File: src/rtl/b2bcd_pkg.sv
// b2bcd_pkg: shared FSM states, seven-segment codes and digit-count check for b2bcd_seg_conv
package b2bcd_pkg;
  typedef enum logic [1:0] {IDLE, CONV, DONE} state_t;
  localparam logic [6:0] SEG_0     = 7'b1111110;
  localparam logic [6:0] SEG_1     = 7'b0110000;
  localparam logic [6:0] SEG_2     = 7'b1101101;
  localparam logic [6:0] SEG_3     = 7'b1111001;
  localparam logic [6:0] SEG_4     = 7'b0110011;
  localparam logic [6:0] SEG_5     = 7'b1011011;
  localparam logic [6:0] SEG_6     = 7'b1011111;
  localparam logic [6:0] SEG_7     = 7'b1110000;
  localparam logic [6:0] SEG_8     = 7'b1111111;
  localparam logic [6:0] SEG_9     = 7'b1111011;
  localparam logic [6:0] SEG_BLANK = 7'b0000000;
  // decimal digits needed for the largest bin_w-bit value, i.e. ceil(bin_w*log10(2))
  function automatic int min_digits(input int bin_w);
    longint unsigned v;
    int d;
    v = (64'd1 << bin_w) - 64'd1;
    d = 0;
    while (v != 64'd0) begin
      d++;
      v = v / 64'd10;
    end
    return d;
  endfunction
endpackage

File: src/rtl/b2bcd_seg_conv_if.sv
// b2bcd_seg_conv_if: operand and result valid/ready channels of the BCD/seven-segment converter
interface b2bcd_seg_conv_if #(
  parameter int BIN_W  = 16,
  parameter int DIGITS = 5
);
  logic                  in_valid;
  logic                  in_ready;
  logic [BIN_W-1:0]      in_data;
  logic                  out_valid;
  logic                  out_ready;
  logic [4*DIGITS-1:0]   out_bcd;
  logic [7*DIGITS-1:0]   out_seg;
  logic                  busy;
  modport slave (
    input  in_valid, in_data, out_ready,
    output in_ready, out_valid, out_bcd, out_seg, busy
  );
  modport master (
    output in_valid, in_data, out_ready,
    input  in_ready, out_valid, out_bcd, out_seg, busy
  );
endinterface

File: src/rtl/seg7_enc.sv
// seg7_enc: one BCD nibble to an active-high abcdefg seven-segment code, blank for non-decimal values
module seg7_enc
  import b2bcd_pkg::*;
(
  input  logic [3:0] i_bcd,
  output logic [6:0] o_seg
);
  // lookup of the ten decimal glyphs
  always_comb
    o_seg = i_bcd == 4'd0 ? SEG_0 :
            i_bcd == 4'd1 ? SEG_1 :
            i_bcd == 4'd2 ? SEG_2 :
            i_bcd == 4'd3 ? SEG_3 :
            i_bcd == 4'd4 ? SEG_4 :
            i_bcd == 4'd5 ? SEG_5 :
            i_bcd == 4'd6 ? SEG_6 :
            i_bcd == 4'd7 ? SEG_7 :
            i_bcd == 4'd8 ? SEG_8 :
            i_bcd == 4'd9 ? SEG_9 : SEG_BLANK;
endmodule

File: src/rtl/b2bcd_seg_conv.sv
// b2bcd_seg_conv: sequential double-dabble binary-to-BCD with seven-segment outputs; define LZ_BLANK_EN to blank leading zeros
module b2bcd_seg_conv
  import b2bcd_pkg::*;
#(
  parameter int BIN_W  = 16,
  parameter int DIGITS = 5
) (
  input logic clk,
  input logic rst_n,
  b2bcd_seg_conv_if.slave bus
);
  localparam int SW = 4*DIGITS + BIN_W;
  localparam int CW = $clog2(BIN_W);
  if (DIGITS < min_digits(BIN_W)) begin : g_chk
    $error("DIGITS too small to hold every BIN_W-bit value");
  end
  state_t              r_state, w_state_nxt;
  logic [SW-1:0]       r_shreg, w_adj, w_shift;
  logic [CW-1:0]       r_cnt;
  logic [4*DIGITS-1:0] r_bcd, w_bcd;
  logic [7*DIGITS-1:0] r_seg, w_seg_raw, w_seg;
  logic [DIGITS-1:0]   w_blank;
  logic                w_load, w_done, w_last, w_in_ready;
  assign w_last        = r_cnt == CW'(BIN_W-1);
  assign w_bcd         = w_shift[SW-1 -: 4*DIGITS];
  assign bus.in_ready  = w_in_ready;
  assign bus.out_valid = r_state == DONE;
  assign bus.busy      = r_state == CONV;
  assign bus.out_bcd   = r_bcd;
  assign bus.out_seg   = r_seg;
  // one double-dabble step: +3 on every nibble >= 5, then shift the whole register left
  always_comb begin
    w_adj = r_shreg;
    for (int k = 0; k < DIGITS; k++)
      if (r_shreg[BIN_W+4*k +: 4] >= 4'd5) w_adj[BIN_W+4*k +: 4] = r_shreg[BIN_W+4*k +: 4] + 4'd3;
    w_shift = w_adj << 1;
  end
  for (genvar i = 0; i < DIGITS; i++) begin : g_enc
    seg7_enc u_enc (.i_bcd(w_bcd[4*i +: 4]), .o_seg(w_seg_raw[7*i +: 7]));
  end
`ifdef LZ_BLANK_EN
  // a digit is blanked when it and every digit above it are zero; digit 0 always shows
  always_comb begin
    logic z;
    z = 1'b1;
    w_blank = '0;
    for (int k = DIGITS-1; k > 0; k--) begin
      z = z & (w_bcd[4*k +: 4] == 4'd0);
      w_blank[k] = z;
    end
  end
`else
  assign w_blank = '0;
`endif
  // apply the blanking mask to the raw glyphs
  always_comb begin
    w_seg = w_seg_raw;
    for (int k = 0; k < DIGITS; k++) w_seg[7*k +: 7] = w_blank[k] ? SEG_BLANK : w_seg_raw[7*k +: 7];
  end
  // next state and handshake decode; DONE can hand straight over to CONV when a new operand waits
  always_comb begin
    w_in_ready  = r_state == IDLE || (r_state == DONE && bus.out_ready);
    w_load      = w_in_ready && bus.in_valid;
    w_done      = r_state == CONV && w_last;
    w_state_nxt = r_state;
    if (w_load) w_state_nxt = CONV;
    else if (w_done) w_state_nxt = DONE;
    else if (r_state == DONE && bus.out_ready) w_state_nxt = IDLE;
  end
  // state, shift register, step counter and held result
  always_ff @(posedge clk or negedge rst_n)
    if (!rst_n) begin
      r_state <= IDLE;
      r_shreg <= '0;
      r_cnt   <= '0;
      r_bcd   <= '0;
      r_seg   <= '0;
    end else begin
      r_state <= w_state_nxt;
      if (w_load) begin
        r_shreg <= {{(4*DIGITS){1'b0}}, bus.in_data};
        r_cnt   <= '0;
      end else if (r_state == CONV) begin
        r_shreg <= w_shift;
        r_cnt   <= r_cnt + 1'b1;
      end
      if (w_done) begin
        r_bcd <= w_bcd;
        r_seg <= w_seg;
      end
    end
endmodule
File: src/flat_wrapper.sv
// flat-port wrapper written by rule: the top's interface ports become plain ports
module b2bcd_seg_conv_flat import b2bcd_pkg::*;
#(
  parameter int BIN_W  = 16,
  parameter int DIGITS = 5
)
  (clk, rst_n, bus_in_valid, bus_in_data, bus_out_ready, bus_in_ready, bus_out_valid, bus_out_bcd, bus_out_seg, bus_busy);
  b2bcd_seg_conv_if #(.BIN_W(BIN_W), .DIGITS(DIGITS)) bus_i ();
  input logic clk;
  input logic rst_n;
  input wire logic [$bits(bus_i.in_valid)-1:0] bus_in_valid;
  input wire logic [$bits(bus_i.in_data)-1:0] bus_in_data;
  input wire logic [$bits(bus_i.out_ready)-1:0] bus_out_ready;
  output wire logic [$bits(bus_i.in_ready)-1:0] bus_in_ready;
  output wire logic [$bits(bus_i.out_valid)-1:0] bus_out_valid;
  output wire logic [$bits(bus_i.out_bcd)-1:0] bus_out_bcd;
  output wire logic [$bits(bus_i.out_seg)-1:0] bus_out_seg;
  output wire logic [$bits(bus_i.busy)-1:0] bus_busy;
  assign bus_i.in_valid = bus_in_valid;
  assign bus_i.in_data = bus_in_data;
  assign bus_i.out_ready = bus_out_ready;
  assign bus_in_ready = bus_i.in_ready;
  assign bus_out_valid = bus_i.out_valid;
  assign bus_out_bcd = bus_i.out_bcd;
  assign bus_out_seg = bus_i.out_seg;
  assign bus_busy = bus_i.busy;
  b2bcd_seg_conv #(.BIN_W(BIN_W), .DIGITS(DIGITS)) u_core (.clk(clk), .rst_n(rst_n), .bus(bus_i));
endmodule
File: config.mk
export PLATFORM = sky130hd
export DESIGN_NAME = b2bcd_seg_conv_flat
export DESIGN_NICKNAME = d
export VERILOG_FILES = /design/src/rtl/b2bcd_pkg.sv /design/src/rtl/b2bcd_seg_conv_if.sv /design/src/rtl/seg7_enc.sv /design/src/rtl/b2bcd_seg_conv.sv /design/src/flat_wrapper.sv
export SDC_FILE = /design/constraint.sdc
export NUM_CORES = 1
export LEC_CHECK = 0
export ABC_AREA = 1
export ABC_CLOCK_PERIOD_IN_PS = 3700
export CAP_MARGIN = 20
export CORE_ASPECT_RATIO = 1.4
export CORE_MARGIN = 3
export CORE_UTILIZATION = 50
export CTS_CLUSTER_SIZE = 14
export DETAILED_ROUTE_END_ITERATION = 8
export HOLD_SLACK_MARGIN = 0.02
export MAX_ROUTING_LAYER = met4
export PLACE_DENSITY = 0.82
export REMOVE_ABC_BUFFERS = 1
export SYNTH_ARGS = -nofsm -noshare
export SYNTH_HDL_FRONTEND = slang
export SYNTH_SLANG_ARGS = --single-unit
File: constraint.sdc
create_clock -name clk -period 3.7 [get_ports clk]
set_input_delay 0.925 -clock clk [delete_from_list [all_inputs] [get_ports clk]]
set_output_delay 0.925 -clock clk [all_outputs]
set_load 0.01 [all_outputs]
==> results_dict.tcl <==
set metrics [dict create \
    status "finished clean" \
    die_h_um 124 \
    ant_nets 0 \
    synthCells 615 \
    avgSynthCellArea_um2 8.13 \
    root_buffer "clkbuf_16" \
    overflow 0 \
    vias 4425 \
    timing.setup.tns_ns 0 \
    synth-seq-area-share_pct 48.5 \
    num_io_pins 78 \
    grt_usage_pct 21.3 \
    min_period_over_period_pct 82.6 \
    crit_slowest_cell "clkdlybuf4s50_1" \
    cts_setup_buffers 0 \
    ys_ff_latch 97 \
    crit_chain "clkdlybuf4s50_1, nor2_2, nor2_1, clkdlybuf4s50_1" \
    ys_warn_count 0 \
    layout_common_cells "177 x nand2_1, 97 x dfrtp_1, 76 x clkdlybuf4s50_1, 65 x nor2_1, 54 x inv_1" \
    gp_congestion 0.847 \
    clk_latency_ns 0.34 \
    relSlewSlack_pct 50.7 \
    finalNonFillerCells 826 \
    hold_class "reg -> reg" \
    slew_viol_final 0 \
    drtPass1Iterations 5 \
    cp_max_fo 2 \
    grt_pass1_wl_mm 19.5 \
    worst_setup_path_end_kind "output pin" \
    async_reset_ff_share_pct 100 \
    io_buffers 77 \
    wl_per_cell_um 13.5 \
    htree_levels 3 \
    avgViaCountPerCell 5.36 \
    max_stage_delay_ns 0.57 \
    die_x_um 90.5 \
    fin_ws_ns 0.644 \
    ys_top_cells_by_area "dfrtp_1 49%, nand2_1 13%, nor2_1 4.9%, inv_1 4.1%, o21ai_0 3.5%" \
    area_growth_pct 23.2 \
    timing.final.crit_period_ns 3.06 \
    cts_resized 0 \
    ys_types 33 \
    worst_slew_pin_slew_ns 0.738 \
    grt_antenna_before_repair 0 \
    setup_violations 0 \
    drc 0 \
    cp.arrival_ns 2.13 \
    fin_skew_ns 0.00533 \
    pre_cts_slack_ns 0.632 \
    drt_iter0_drc 310 \
    cts_hold_buf 0 \
    clk_path_buf_depth 2 \
    fin_nets 721 \
    hold_viol 0 \
    cp.required_ns 2.77 \
    cp_common_cell "clkdlybuf4s50_1" \
    syn-cell-area_mm2 0.00500 \
    diodes 0 \
    peakVddDrop_mv 0.283 \
    synth_ff_type "dfrtp_1" \
    drive_gt1_share_pct 9.94 \
    yosysTopAreaCell "dfrtp_1" \
    hold_slack_ns 0.471 \
    totalWireLength_mm 11.1 \
    final_common_cell "nand2_1" \
    p_total_mw 1.99 \
    synth_edf_count 0 \
    clk_pin_slew_ns 0.06 \
    rows 42 \
    cp-start-kind "primary input" \
    yosysTopAreaCellShare_pct 48.5 \
    power.density_mw_per_mm2 324 \
    die-area_mm2 0.0113 \
    hpwl_mm 7.86 \
    cts_buffers 9 \
    max-cap-violations 0 \
    core_mm2 0.00962 \
    fmax_ghz 0.327 \
    start_util_pct 52.0 \
    power_leakage_nw 2.97 \
    cts_tree "built" \
    first_global_vias 4445 \
    grt_start_max_net_pins 52 \
    grt_setup_unrepaired "false" \
    path_class "in -> out" \
    cts_num_sinks 97 \
    placed_cells 811 \
]
[state kept, by name, indices dropped and copies added (netlist names)]
signal              cells
u_core.r_state          2
u_core.r_cnt            4
u_core.bus.out_bcd     20
u_core.bus.out_seg     35
u_core.r_shreg         36
[where the power goes]
part	leakage, nW	switching, mW	internal (mW)
clock network	0.139	0.371	0.517
registers	1.15	0.000627	1.06
logic	1.69	0.0238	0.0193
[cell usage after synthesis, types with 2 or more instances]
library cell and n:
inv_2 9, nand3b_1 2, o21ai_2 2, o21ai_4 2
buf_6 2, o21ai_0 35, o211ai_1 2, nand2_2 18
nor2_1 65, nand4_1 15, nand2_1 177, o22ai_1 24
a31oi_1 2, a21oi_2 2, a21oi_1 9, buf_2 9
nand3_2 4, clkbuf_1 8, nor2_2 4, nand3_1 27
o21ai_1 8, inv_1 54, or2_2 2, dfrtp_1 97
nand3_4 4, ha_1 11, o221ai_1 15
[cell families after synthesis]
kind of cell | share of synthesized area [%]
AND/OR/NAND/NOR | 28.6
AO/OA/AOI/OAI | 13.2
flip-flops | 48.5
buffers and inverters | 6.68
adder cells (fa/ha/maj) | 2.75
XOR/XNOR | 0.175
[stage by stage]
step / cell area, um^2 / utilization [%]
final: 6160 / 64.0
after detailed placement: 5880 / 61.2
after global placement: 5880 / 61.2
after global routing: 6160 / 64.0
after CTS: 6160 / 64.0
after floorplan: 4900 / -
[worst paths after layout]
check	from	endpoint	slack (ns)	cells after the start
setup reg to reg	u_core.r_state[0]	u_core.bus.out_seg[27]	1.48	8
setup / recovery	bus_out_ready	bus_in_ready	0.64	4
max in group asynchronous	rst_n	u_core.bus.out_seg[5]	2.29	2
hold / removal	u_core.r_cnt[3]	u_core.r_cnt[3]	0.47	1
min in group asynchronous	rst_n	u_core.bus.out_bcd[14]	0.60	1
hold reg to reg	u_core.r_cnt[3]	u_core.r_cnt[3]	0.47	1
[routing by layer]
metal  wire [um]  share of wire (%)  track usage (%)
met5           0                  0                -
met1        4500                 40             23.8
met2        6070                 55             38.3
met3         441                4.0             3.93
met4         118                1.1             6.58
[final cells by class]
cell class	instances	area, um^2
Sequential cell	97	2430
Timing Repair Buffer	83	813
Clock buffer	11	233
Multi-Input combinational cell	436	2240
Inverter	63	236
Tap cell	132	165
Clock inverter	4	45.0
Fill cell	777	3460
[critical path: cells and delay by family]
kind | cells | cell delay (ns)
buf+inv | 2 | 1.04
simple gates | 2 | 0.17
Power figures use the tool's default switching activity.
